==> config.mk <==
export PLATFORM = sky130hd
export DESIGN_NAME = raw10_frame_monitor_flat
export DESIGN_NICKNAME = d
export VERILOG_FILES = /design/src/rtl/raw10_frame_monitor_pkg.sv /design/src/rtl/raw10_frame_monitor_if.sv /design/src/rtl/raw10_mon_edge.sv /design/src/rtl/raw10_frame_monitor.sv /design/src/flat_wrapper.sv
export SDC_FILE = /design/constraint.sdc
export NUM_CORES = 1
export LEC_CHECK = 0
export BUFFER_PORTS_ARGS = -buffer_cell sky130_fd_sc_hd__buf_2
export CORE_MARGIN = 2
export CORE_UTILIZATION = 50
export DETAILED_ROUTE_END_ITERATION = 6
export GPL_TIMING_DRIVEN = 0
export PLACE_DENSITY = 0.74
export SLEW_MARGIN = 30
export SYNTH_ARGS = -nofsm -noshare
export SYNTH_HDL_FRONTEND = slang
export SYNTH_SLANG_ARGS = --single-unit
==> constraint.sdc <==
create_clock -name clk -period 2.82 [get_ports clk]
set_clock_uncertainty 0.15 [all_clocks]
set_input_delay 0.141 -clock clk [delete_from_list [all_inputs] [get_ports clk]]
set_output_delay 0.141 -clock clk [all_outputs]
set_load 0.01 [all_outputs]
==> src/rtl/raw10_frame_monitor_pkg.sv <==
// Shared definitions for the RAW10 frame monitor.
//   - mon_state_e : measurement FSM state encoding
//   - CNT_W_DEF   : default width of the pixel, line and frame counters
//   - sat_inc     : saturating increment, used for the pixel and line counters
package raw10_frame_monitor_pkg;

  localparam int CNT_W_DEF = 16;

  typedef enum logic [1:0] {
    ST_SYNC   = 2'd0,
    ST_VBLANK = 2'd1,
    ST_HBLANK = 2'd2,
    ST_LINE   = 2'd3
  } mon_state_e;

  // Operates on a 32-bit container so that any counter width up to 32 bits
  // can share it. The caller passes its own all-ones value as max_val.
  function automatic logic [31:0] sat_inc(input logic [31:0] val,
                                          input logic [31:0] max_val);
    return (val >= max_val) ? val : val + 32'd1;
  endfunction

endpackage

==> src/rtl/raw10_frame_monitor_if.sv <==
// Pixel bus bundle: frame valid, line valid and pixel data.
//   master : drives the bus (fv, lv, pixdata are outputs)
//   slave  : receives the bus (fv, lv, pixdata are inputs)
interface raw10_frame_monitor_if #(
  parameter int DATA_WIDTH = 10
);
  logic                  fv;
  logic                  lv;
  logic [DATA_WIDTH-1:0] pixdata;

  modport master (output fv, lv, pixdata);
  modport slave  (input  fv, lv, pixdata);
endinterface

==> src/rtl/raw10_mon_edge.sv <==
// One-cycle registered copy of the pixel bus plus fv/lv edge detection.
// Ports:
//   clk, rstn            : pixel clock, asynchronous active-low reset
//   fv_i, lv_i, pixdata_i: incoming pixel bus
//   fv_o, lv_o, pixdata_o: the same bus delayed by one clock
//   fv_rise_o, fv_fall_o : fv_i differs from its previous-cycle value (rise/fall)
//   lv_fall_o            : lv_i dropped relative to its previous-cycle value
module raw10_mon_edge #(
  parameter int DATA_WIDTH = 10
) (
  input  logic                  clk,
  input  logic                  rstn,
  input  logic                  fv_i,
  input  logic                  lv_i,
  input  logic [DATA_WIDTH-1:0] pixdata_i,
  output logic                  fv_o,
  output logic                  lv_o,
  output logic [DATA_WIDTH-1:0] pixdata_o,
  output logic                  fv_rise_o,
  output logic                  fv_fall_o,
  output logic                  lv_fall_o
);

  logic                  fv_q, fv_d;
  logic                  lv_q, lv_d;
  logic [DATA_WIDTH-1:0] pixdata_q, pixdata_d;

  always_comb begin
    fv_d      = fv_i;
    lv_d      = lv_i;
    pixdata_d = pixdata_i;
  end

  always_ff @(posedge clk or negedge rstn) begin
    if (!rstn) begin
      fv_q      <= 1'b0;
      lv_q      <= 1'b0;
      pixdata_q <= '0;
    end else begin
      fv_q      <= fv_d;
      lv_q      <= lv_d;
      pixdata_q <= pixdata_d;
    end
  end

  assign fv_o      = fv_q;
  assign lv_o      = lv_q;
  assign pixdata_o = pixdata_q;

  assign fv_rise_o = fv_i & ~fv_q;
  assign fv_fall_o = ~fv_i & fv_q;
  assign lv_fall_o = ~lv_i & lv_q;

endmodule

==> src/rtl/raw10_frame_monitor.sv <==
// RAW10 pixel-domain frame monitor.
// Passes the pixel bus through with one cycle of latency, measures pixels per
// line, lines per frame and completed frames, and raises sticky error flags
// when the geometry or the fv/lv nesting is wrong.
// Ports:
//   clk, rstn    : pixel clock, asynchronous active-low reset
//   pix_in       : pixel bus from the converter (fv, lv, pixdata)
//   pix_out      : pixel bus delayed one cycle
//   clear_i      : clears the sticky error flags (a same-cycle set wins)
//   line_len_o   : length of the last completed line
//   line_cnt_o   : line count of the last completed frame
//   frame_cnt_o  : number of completed frames, wraps
//   meas_valid_o : one-cycle pulse when a frame completes
//   err_len_o    : sticky, a line length differed from EXP_PIXELS
//   err_lines_o  : sticky, a frame line count differed from EXP_LINES
//   err_sync_o   : sticky, lv high while fv low, or fv fell with lv high
module raw10_frame_monitor
  import raw10_frame_monitor_pkg::*;
#(
  parameter int DATA_WIDTH = 10,
  parameter int CNT_W      = CNT_W_DEF,
  parameter int EXP_PIXELS = 1280,
  parameter int EXP_LINES  = 720
) (
  input  logic                         clk,
  input  logic                         rstn,
  raw10_frame_monitor_if.slave         pix_in,
  raw10_frame_monitor_if.master        pix_out,
  input  logic                         clear_i,
  output logic [CNT_W-1:0]             line_len_o,
  output logic [CNT_W-1:0]             line_cnt_o,
  output logic [CNT_W-1:0]             frame_cnt_o,
  output logic                         meas_valid_o,
  output logic                         err_len_o,
  output logic                         err_lines_o,
  output logic                         err_sync_o
);

  localparam logic [CNT_W-1:0] CNT_ONES = '1;
  localparam logic [31:0]      CNT_MAX  = 32'(CNT_ONES);
  localparam logic [CNT_W-1:0] EXP_PIX  = CNT_W'(EXP_PIXELS);
  localparam logic [CNT_W-1:0] EXP_LN   = CNT_W'(EXP_LINES);

  function automatic logic [CNT_W-1:0] cnt_inc(input logic [CNT_W-1:0] v);
    return CNT_W'(sat_inc(32'(v), CNT_MAX));
  endfunction

  logic fv_rise, fv_fall, lv_fall;

  raw10_mon_edge #(
    .DATA_WIDTH (DATA_WIDTH)
  ) u_edge (
    .clk       (clk),
    .rstn      (rstn),
    .fv_i      (pix_in.fv),
    .lv_i      (pix_in.lv),
    .pixdata_i (pix_in.pixdata),
    .fv_o      (pix_out.fv),
    .lv_o      (pix_out.lv),
    .pixdata_o (pix_out.pixdata),
    .fv_rise_o (fv_rise),
    .fv_fall_o (fv_fall),
    .lv_fall_o (lv_fall)
  );

  mon_state_e       state_q, state_d;
  logic [CNT_W-1:0] pix_cnt_q, pix_cnt_d;
  logic [CNT_W-1:0] line_cnt_q, line_cnt_d;
  logic [CNT_W-1:0] line_len_q, line_len_d;
  logic [CNT_W-1:0] frame_lines_q, frame_lines_d;
  logic [CNT_W-1:0] frame_cnt_q, frame_cnt_d;
  logic             meas_valid_q, meas_valid_d;
  logic             err_len_q, err_len_d;
  logic             err_lines_q, err_lines_d;
  logic             err_sync_q, err_sync_d;

  logic             line_end, frame_end;
  logic             set_len, set_lines, set_sync;
  logic [CNT_W-1:0] lines_total;

  // VBLANK is only held while fv was low, and HBLANK/LINE only while fv was
  // high, so inside those states fv_rise/fv_fall reduce to the level of fv_i.
  // LINE is only held while lv was high, so lv_fall there means lv_i is low.
  always_comb begin
    state_d       = state_q;
    pix_cnt_d     = pix_cnt_q;
    line_cnt_d    = line_cnt_q;
    line_len_d    = line_len_q;
    frame_lines_d = frame_lines_q;
    frame_cnt_d   = frame_cnt_q;
    meas_valid_d  = 1'b0;
    line_end      = 1'b0;
    frame_end     = 1'b0;
    set_len       = 1'b0;
    set_lines     = 1'b0;
    set_sync      = 1'b0;
    lines_total   = line_cnt_q;

    unique case (state_q)
      ST_SYNC: begin
        if (!pix_in.fv) state_d = ST_VBLANK;
      end
      ST_VBLANK: begin
        if (fv_rise) begin
          state_d    = ST_HBLANK;
          pix_cnt_d  = '0;
          line_cnt_d = '0;
        end else if (pix_in.lv) begin
          set_sync = 1'b1;
        end
      end
      ST_HBLANK: begin
        if (fv_fall) begin
          frame_end = 1'b1;
          set_sync  = pix_in.lv;
        end else if (pix_in.lv) begin
          state_d   = ST_LINE;
          pix_cnt_d = CNT_W'(1);
        end
      end
      ST_LINE: begin
        if (lv_fall || fv_fall) begin
          line_end = 1'b1;
          if (fv_fall) begin
            frame_end = 1'b1;
            set_sync  = pix_in.lv;
          end else begin
            state_d = ST_HBLANK;
          end
        end else begin
          pix_cnt_d = cnt_inc(pix_cnt_q);
        end
      end
      default: state_d = ST_SYNC;
    endcase

    // A line ending on the same edge as the frame is included in the total.
    if (line_end) begin
      line_len_d  = pix_cnt_q;
      lines_total = cnt_inc(line_cnt_q);
      line_cnt_d  = lines_total;
      if ((EXP_PIXELS != 0) && (pix_cnt_q != EXP_PIX)) set_len = 1'b1;
    end

    if (frame_end) begin
      state_d       = ST_VBLANK;
      frame_lines_d = lines_total;
      frame_cnt_d   = frame_cnt_q + CNT_W'(1);
      meas_valid_d  = 1'b1;
      if ((EXP_LINES != 0) && (lines_total != EXP_LN)) set_lines = 1'b1;
    end

    err_len_d   = set_len   | (err_len_q   & ~clear_i);
    err_lines_d = set_lines | (err_lines_q & ~clear_i);
    err_sync_d  = set_sync  | (err_sync_q  & ~clear_i);
  end

  always_ff @(posedge clk or negedge rstn) begin
    if (!rstn) begin
      state_q       <= ST_SYNC;
      pix_cnt_q     <= '0;
      line_cnt_q    <= '0;
      line_len_q    <= '0;
      frame_lines_q <= '0;
      frame_cnt_q   <= '0;
      meas_valid_q  <= 1'b0;
      err_len_q     <= 1'b0;
      err_lines_q   <= 1'b0;
      err_sync_q    <= 1'b0;
    end else begin
      state_q       <= state_d;
      pix_cnt_q     <= pix_cnt_d;
      line_cnt_q    <= line_cnt_d;
      line_len_q    <= line_len_d;
      frame_lines_q <= frame_lines_d;
      frame_cnt_q   <= frame_cnt_d;
      meas_valid_q  <= meas_valid_d;
      err_len_q     <= err_len_d;
      err_lines_q   <= err_lines_d;
      err_sync_q    <= err_sync_d;
    end
  end

  assign line_len_o   = line_len_q;
  assign line_cnt_o   = frame_lines_q;
  assign frame_cnt_o  = frame_cnt_q;
  assign meas_valid_o = meas_valid_q;
  assign err_len_o    = err_len_q;
  assign err_lines_o  = err_lines_q;
  assign err_sync_o   = err_sync_q;

endmodule

==> src/flat_wrapper.sv <==
// flat-port wrapper written by rule: the top's interface ports become plain ports
module raw10_frame_monitor_flat import raw10_frame_monitor_pkg::*;
#(
  parameter int DATA_WIDTH = 10,
  parameter int CNT_W      = CNT_W_DEF,
  parameter int EXP_PIXELS = 1280,
  parameter int EXP_LINES  = 720
)
  (clk, rstn, clear_i, line_len_o, line_cnt_o, frame_cnt_o, meas_valid_o, err_len_o, err_lines_o, err_sync_o, pix_in_fv, pix_in_lv, pix_in_pixdata, pix_out_fv, pix_out_lv, pix_out_pixdata);
  raw10_frame_monitor_if #(.DATA_WIDTH(DATA_WIDTH)) pix_in_i ();
  raw10_frame_monitor_if #(.DATA_WIDTH(DATA_WIDTH)) pix_out_i ();
  input  logic clk;
  input  logic rstn;
  input  logic clear_i;
  output logic [CNT_W-1:0] line_len_o;
  output logic [CNT_W-1:0] line_cnt_o;
  output logic [CNT_W-1:0] frame_cnt_o;
  output logic meas_valid_o;
  output logic err_len_o;
  output logic err_lines_o;
  output logic err_sync_o;
  input wire logic [$bits(pix_in_i.fv)-1:0] pix_in_fv;
  input wire logic [$bits(pix_in_i.lv)-1:0] pix_in_lv;
  input wire logic [$bits(pix_in_i.pixdata)-1:0] pix_in_pixdata;
  output wire logic [$bits(pix_out_i.fv)-1:0] pix_out_fv;
  output wire logic [$bits(pix_out_i.lv)-1:0] pix_out_lv;
  output wire logic [$bits(pix_out_i.pixdata)-1:0] pix_out_pixdata;
  assign pix_in_i.fv = pix_in_fv;
  assign pix_in_i.lv = pix_in_lv;
  assign pix_in_i.pixdata = pix_in_pixdata;
  assign pix_out_fv = pix_out_i.fv;
  assign pix_out_lv = pix_out_i.lv;
  assign pix_out_pixdata = pix_out_i.pixdata;
  raw10_frame_monitor #(.DATA_WIDTH(DATA_WIDTH), .CNT_W(CNT_W), .EXP_PIXELS(EXP_PIXELS), .EXP_LINES(EXP_LINES)) u_core (.clk(clk), .rstn(rstn), .pix_in(pix_in_i), .pix_out(pix_out_i), .clear_i(clear_i), .line_len_o(line_len_o), .line_cnt_o(line_cnt_o), .frame_cnt_o(frame_cnt_o), .meas_valid_o(meas_valid_o), .err_len_o(err_len_o), .err_lines_o(err_lines_o), .err_sync_o(err_sync_o));
endmodule
======== Word-level counts from Yosys, hierarchy flattened ========
Index checks and enable logic that the tools add are counted.
operators by class
  add/sub/neg operators ................... 3
  multiply operators ...................... 0
  divide/modulo/power cells ............... 0
  order comparisons ....................... 2
  equality and inequality tests ........... 16
  shift operators ......................... 0
  mux-type cells .......................... 33
  bitwise gates (word level) .............. 13
  reductions and logical operators ........ 8
operators with widths
  operator                 number
  $mux W16                 9
  $add A16 B1 Y16 const B  3
  $pmux W16 S3             1
  $ge A16 B16 Y1 const B   2
  $ne A16 B10 Y1 const B   1
  $ne A16 B11 Y1 const B   1
  $mux W2                  7
  $mux W1                  13
  $reduce_and A6 Y1        2
  $ne A2 B2 Y1 const B     4
  $pmux W2 S4              1
  $and A1 B1 Y1            6
  $ne A3 B1 Y1 const B     2
  $ne A3 B2 Y1 const B     2
  $ne A3 B3 Y1 const B     2
  $eq A2 B2 Y1 const B     2
  $not A1 Y1               4
  $reduce_bool A2 Y1       2
  $or A1 B1 Y1             3
  $pmux W1 S3              1
  $reduce_bool A3 Y1       1
  $eq A2 B1 Y1 const B     1
  $logic_not A2 Y1         1
  $ne A2 B1 Y1 const B     1
  other kinds (3)          3
word-level totals
  register bits ........................... 98
  latch bits .............................. 0
  memory bits (writable) .................. 0
  ROM bits ................................ 0
  output and inout bits ................... 64
  logic and storage cells ................. 88
  memories kept ........................... 0

======== Longest topological paths before layout ========
  depth in word-level cells ............... 10
  mapped depth ............................ 10
  gate-level depth less buffers ........... 8

======== Hierarchy ========
From an unflattened synthesis, not the netlist that was laid out.
second synthesis, totals
  cells, all modules ...................... 475
  area total of the unflattened synthesis .. 4,629.4 µm²
by module, submodules not included
  module               instances  cells an instance  area an instance (µm²)  seq. area each (µm²)
  raw10_frame_monitor  1          460                4,307.9                 2,152.1
  raw10_mon_edge       1          15                 321.6                   300.3

======== Least setup slack after synthesis ========
No wires, ideal clock.
  path type ............................... flip-flop to flip-flop
  from .................................... register u_core.line_cnt_q[1]
  to ...................................... register u_core.err_lines_q, in the netlist u_core.err_lines_o
  arrival time ............................ 2,088 ps
  required time ........................... 2,534 ps
  slack ................................... 447 ps
  stages on the path, launching flop included .. 9
  cell sequence ........................... dfrtp_1 ha_1 nand4_1 or4_1 clkbuf_1 xnor2_1 or4_1 a31oi_1 a31oi_1
between the ends
  word-level cells in the longest chain between the ends .. 7
  elaborated cells on any way between the ends .. 8
ends and longest elaborated chain
  item                                               RTL line                       RTL
  from (decl)                                        raw10_frame_monitor.sv:68      logic [CNT_W-1:0] line_cnt_q, line_cnt_d;
  from (signal assigned)                             raw10_frame_monitor.sv:173     line_cnt_q <= line_cnt_d;
  $add A16 B1 Y16 or $ge A16 B16 Y1 (tied branches)  raw10_frame_monitor_pkg.sv:20  return (val >= max_val) ? val : val + 32'd1;
  $mux W16                                           raw10_frame_monitor_pkg.sv:20
  $mux W16 *                                         raw10_frame_monitor.sv:138     if (line_end) begin
  $ne A16 B10 Y1 *                                   raw10_frame_monitor.sv:150     if ((EXP_LINES != 0) && (lines_total != EXP_LN)) set_lines = 1'b1;
  $mux W1 *                                          raw10_frame_monitor.sv:150
  $mux W1 *                                          raw10_frame_monitor.sv:145     if (frame_end) begin
  $or A1 B1 Y1 *                                     raw10_frame_monitor.sv:154     err_lines_d = set_lines | (err_lines_q & ~clear_i);
  net u_core.err_lines_d                             raw10_frame_monitor.sv:74      logic err_lines_q, err_lines_d;
  to (signal assigned)                               raw10_frame_monitor.sv:179     err_lines_q <= err_lines_d;
  to (decl)                                          raw10_frame_monitor.sv:74
Mark *: on every way through the listed nets, which the timed path passes. The rest lies on a longest branch.
A chain may end at the register's enable or synchronous reset.

======== Final worst setup path ========
Same ends and word-level chain as after synthesis.

==> out/qor.csv <==
stage,metric,value,unit
worst_setup_path,launch instance of the worst register-to-register path,u_core.line_cnt_q[1],
logic_synthesis,average cell area after synthesis,9.39,um2
global_route,largest net degree at the start of global routing,60,
global_route,gr ovfl total,0,
worst_setup_path,Critical Path Stages,8,
outcome,result of the run,"finished, final reports clean",
final_layout,synthesis-to-layout area growth,20.0,%
clocking,number of CTS-inserted buffers,9,
placement,number of buffer cells added on primary ports,78,
die,Die Footprint,10100,um2
drt,mean number of vias per cell,5.53,
worst_setup_path,CP Buf/Inv Count,1,
logic_synthesis,"Warnings, synthesis",0,
drt,final routed wire length divided by cell count,15.2,um
timing,Setup Total Neg Slack,0,ns
clocking,Clock Path Buffers,2,
logic_synthesis,synthesized netlist net count,516,
final_layout,Filler cells,773,
timing,headroom to the max-slew limit,47.0,%
placement,Setup WS pre-CTS,0.0859,ns
logic_synthesis,flip-flop and latch count after synthesis,98,
worst_setup_path,Max Fanout on Critical Path,8,
logic_synthesis,predominant post-synthesis flop cell,sky130_fd_sc_hd__dfrtp_1,
clocking,clock latency on the worst-skew pair,0.36,ns
timing,Hold WS,0.0969,ns
die,die outline width,101,um
global_route,antenna violations before repair,0,
final_layout,ratio of cells with drive above 1 in the final layout,21.2,%
worst_setup_path,worst stage delay on the critical path,0.43,ns
drt,iteration-0 DRC count of the detailed router,284,
logic_synthesis,sequential cell area fraction in the yosys report,52.6,%
drt,drt pass-1 iters,5,
worst_setup_path,Critical Path Start Type,flop,
drt,routed wire length,10900,um
die,number of cell rows,35,
timing,FMAX,377,MHz
worst_setup_path,Crit. End Element,flop,
placement,placed cell count,687,
global_route,overall global routing resource usage,22.6,%
worst_setup_path,CP max-delay cell,sky130_fd_sc_hd__dfrtp_1,
die,placeable core region,9150,um2
clocking,Clock Tree Root,sky130_fd_sc_hd__clkbuf_8,
placement,post-detail-place hpwl,7700,um
global_route,number of global-route vias before repair,3698,
logic_synthesis,number of enable flip-flop cells after synthesis,0,
logic_synthesis,library cells used by synthesis,55,
worst_setup_path,required time of the worst setup path,2.90,ns
die,Die Height,101,um
power,Cell Pwr Density,581,nW/um2
timing,Setup-failing EPs final,0,
placement,placement-stage cell area,5230,um2
final_layout,"count of placed standard cells in the final layout, fillers left out",716,
placement,RD Place Congestion,0.915,
die,initial cell density of the core,51.0,%
timing,setup repair after global routing missed its margin,no,
logic_synthesis,instance count of the mapped netlist,497,
timing,Period minus WS final,2.65,ns
timing,slack of the critical path,0.166,ns
timing,"Hold Vio Cnt, Final",0,
final_layout,post-layout net count,621,
logic_synthesis,mapped cell area,4670,um2
worst_setup_path,Reg2Reg Capture Point,u_core.err_lines_o,
logic_synthesis,share of flip-flops with an asynchronous set or reset after synthesis,100,%
global_route,global-route wire length before repair,18000,um
power,"sum of internal, switching and leakage power",3.25,mW
power,worst vdd rail ir drop,309,uV
clocking,clock tree from TritonCTS,built,
timing,final count of pins violating max slew,0,
worst_hold_path,Hold WC Path Type,primary input to asynchronous set/reset pin,
worst_setup_path,worst setup path category,flop to flop,
clocking,Worst-path clk slew,0.09,ns
worst_setup_path,origin of the worst setup path,u_core.line_cnt_q[1],
drt,remaining routing DRC violations,0,
power,LEAKAGE,2.76,nW
clocking,CTS H-Tree Depth,3,
timing,transition time at the pin with the least slew margin,0.784,ns
job,max-cap violations,0,
worst_setup_path,series of cell instances along the critical path,ha_2 > nand4_1 > or4_1 > clkbuf_1 > xnor2_1 > or4_1 > a31oi_1 > a31oi_1,
final_layout,cell area after layout,5600,um2
timing,final worst path period share,94.1,%
die,top-level I/O count,79,
worst_setup_path,r2r setup slk,0.17,ns
clocking,Sink Count,98,
worst_setup_path,depth of the worst register-to-register path,8,
final_layout,Ant. Diodes,0,
drt,number of nets still failing antenna checks after routing,0,
worst_setup_path,data arrival time of the critical path,2.73,ns
drt,total via count in the routed design,3961,
worst_setup_path,cell family with the largest share of critical-path delay,simple AND/OR/NAND/NOR gates,
final_layout,utilization after layout,61.2,%
[state kept, by name, indices dropped and copies added, names as in the netlist]
register and count:
u_core.u_edge.pixdata_o 10, u_core.state_q 2, u_core.line_cnt_q 16, u_core.err_sync_o 1, u_core.line_len_o 16, u_core.u_edge.fv_o 1
u_core.pix_cnt_q 16, u_core.line_cnt_o 16, u_core.err_lines_o 1, u_core.meas_valid_o 1, u_core.err_len_o 1, u_core.frame_cnt_o 16
u_core.u_edge.lv_o 1
[synth_stat cells (2+ instances only)]
library cell | count | area share [%]
sky130_fd_sc_hd__nor3_1 | 7 | 0.75
sky130_fd_sc_hd__nor4_1 | 4 | 0.54
sky130_fd_sc_hd__nand3_1 | 19 | 2.0
sky130_fd_sc_hd__a31oi_1 | 6 | 0.80
sky130_fd_sc_hd__o211ai_1 | 3 | 0.48
sky130_fd_sc_hd__or2_2 | 4 | 0.54
sky130_fd_sc_hd__and3_1 | 11 | 1.5
sky130_fd_sc_hd__nand4_1 | 13 | 1.7
sky130_fd_sc_hd__o21a_1 | 2 | 0.32
sky130_fd_sc_hd__ha_1 | 4 | 1.1
sky130_fd_sc_hd__xnor2_1 | 19 | 3.6
sky130_fd_sc_hd__mux2_2 | 3 | 0.72
sky130_fd_sc_hd__inv_1 | 7 | 0.56
sky130_fd_sc_hd__a21oi_1 | 18 | 1.9
sky130_fd_sc_hd__o21ai_0 | 41 | 4.4
sky130_fd_sc_hd__a211oi_1 | 4 | 0.64
sky130_fd_sc_hd__or4_1 | 3 | 0.48
sky130_fd_sc_hd__buf_2 | 10 | 1.1
sky130_fd_sc_hd__and2_1 | 2 | 0.27
sky130_fd_sc_hd__nor4b_1 | 2 | 0.38
sky130_fd_sc_hd__o22ai_1 | 2 | 0.27
sky130_fd_sc_hd__o31ai_1 | 2 | 0.32
sky130_fd_sc_hd__xor2_1 | 17 | 3.2
sky130_fd_sc_hd__and2b_1 | 2 | 0.32
sky130_fd_sc_hd__nor2_1 | 36 | 2.9
sky130_fd_sc_hd__a22o_1 | 4 | 0.75
sky130_fd_sc_hd__nand2b_1 | 3 | 0.40
sky130_fd_sc_hd__a21o_1 | 3 | 0.48
sky130_fd_sc_hd__mux2i_1 | 2 | 0.43
sky130_fd_sc_hd__nor2b_1 | 4 | 0.54
sky130_fd_sc_hd__clkbuf_1 | 14 | 1.1
sky130_fd_sc_hd__nor3_2 | 2 | 0.43
sky130_fd_sc_hd__nand2_1 | 105 | 8.4
sky130_fd_sc_hd__dfrtp_1 | 98 | 53
[layout by cell type (no fill, tap or decap), types with 2 or more instances in the layout]
cell | Yosys | routed
sky130_fd_sc_hd__and2_1 | 2 | 2
sky130_fd_sc_hd__o21ai_0 | 41 | 41
sky130_fd_sc_hd__a22o_1 | 4 | 4
sky130_fd_sc_hd__buf_2 | 10 | 87
sky130_fd_sc_hd__xor2_1 | 17 | 17
sky130_fd_sc_hd__mux2_2 | 3 | 3
sky130_fd_sc_hd__inv_1 | 7 | 7
sky130_fd_sc_hd__nand3_1 | 19 | 19
sky130_fd_sc_hd__a21oi_1 | 18 | 18
sky130_fd_sc_hd__nor4_1 | 4 | 4
sky130_fd_sc_hd__nor2b_1 | 4 | 4
sky130_fd_sc_hd__ha_1 | 4 | 3
sky130_fd_sc_hd__o22ai_1 | 2 | 2
sky130_fd_sc_hd__dlygate4sd3_1 | 0 | 14
sky130_fd_sc_hd__nand2b_1 | 3 | 3
sky130_fd_sc_hd__dfrtp_1 | 98 | 98
sky130_fd_sc_hd__o31ai_1 | 2 | 2
sky130_fd_sc_hd__a31oi_1 | 6 | 6
sky130_fd_sc_hd__nor3_2 | 2 | 2
sky130_fd_sc_hd__nor2_1 | 36 | 35
sky130_fd_sc_hd__nand2_1 | 105 | 105
sky130_fd_sc_hd__nand4_1 | 13 | 13
sky130_fd_sc_hd__nor3_1 | 7 | 7
sky130_fd_sc_hd__xnor2_1 | 19 | 19
sky130_fd_sc_hd__or4_1 | 3 | 3
sky130_fd_sc_hd__and3_1 | 11 | 11
sky130_fd_sc_hd__or2_2 | 4 | 4
sky130_fd_sc_hd__and2b_1 | 2 | 2
sky130_fd_sc_hd__a21o_1 | 3 | 3
sky130_fd_sc_hd__bufinv_16 | 0 | 2
sky130_fd_sc_hd__mux2i_1 | 2 | 2
sky130_fd_sc_hd__inv_6 | 0 | 3
sky130_fd_sc_hd__o21a_1 | 2 | 2
sky130_fd_sc_hd__o211ai_1 | 3 | 3
sky130_fd_sc_hd__a211oi_1 | 4 | 4
sky130_fd_sc_hd__nor4b_1 | 2 | 2
sky130_fd_sc_hd__clkbuf_8 | 0 | 9
sky130_fd_sc_hd__clkbuf_1 | 14 | 14
[final cells by class]
type | instances | area (um2) | share of cell area [%]
sequential | 98 | 2450 | 43.8
multi-input combinational | 365 | 2090 | 37.2
timing repair buffer | 94 | 572 | 10.2
tap | 111 | 139 | 2.48
clock buffer | 9 | 124 | 2.21
buffer | 26 | 111 | 1.99
clock inverter | 5 | 86.3 | 1.54
inverter | 8 | 30.0 | 0.536
[worst register-to-register path, cell delays in order (launching register included)]
cell                       delay (ns)
sky130_fd_sc_hd__dfrtp_1         0.43
sky130_fd_sc_hd__ha_2            0.29
sky130_fd_sc_hd__nand4_1         0.18
sky130_fd_sc_hd__or4_1           0.44
sky130_fd_sc_hd__clkbuf_1        0.17
sky130_fd_sc_hd__xnor2_1         0.14
sky130_fd_sc_hd__or4_1           0.39
sky130_fd_sc_hd__a31oi_1         0.24
sky130_fd_sc_hd__a31oi_1         0.11
[logic make-up (layout without fill, tap and decap cells)]
kind of cell | after synthesis | count (layout) | share of synthesized area, %
AO/OA/AOI/OAI | 88 | 88 | 11.0
flip-flops | 98 | 98 | 52.6
multiplexers | 5 | 5 | 1.15
XOR/XNOR | 36 | 36 | 6.76
AND/OR/NAND/NOR | 232 | 232 | 24.5
adder cells (fa/ha/maj) | 4 | 4 | 1.07
buffers and inverters | 34 | 142 | 3.03
[report_power, final]
| group | internal [mW] | leakage, nW | total (mW) | switching [mW] |
|---|---|---|---|---|
| sequential | 1.53 | 1.32 | 1.63 | 0.0994 |
| clock | 0.500 | 0.107 | 0.982 | 0.483 |
| combinational | 0.256 | 1.34 | 0.644 | 0.388 |
[metal layers]
layer | part of all wire, % | GRT usage, %
met1 | 44 | 30.6
met2 | 48 | 36.9
met3 | 5.5 | 4.16
met4 | 2.0 | 7.59
met5 | 0 | 0
[worst max path at each step]
stage | slack (ns) | end
final | 0.17 | u_core.err_lines_o
after global routing | 0.04 | u_core.err_lines_o
after CTS | 0.05 | u_core.err_lines_o
after detailed placement | 0.09 | u_core.err_lines_o
after global placement | 0.11 | u_core.err_lines_o
after floorplan | 0.45 | u_core.err_lines_o
[what timing repair did]
action | in CTS | in global routing
gates resized for setup | 0 | 3
buffers inserted | 0 | 1
endpoints found under the hold margin | 115 | 0
endpoints found under the setup margin | 0 | 1
hold buffers | 14 | 0
(Power assumes the default switching activity.)
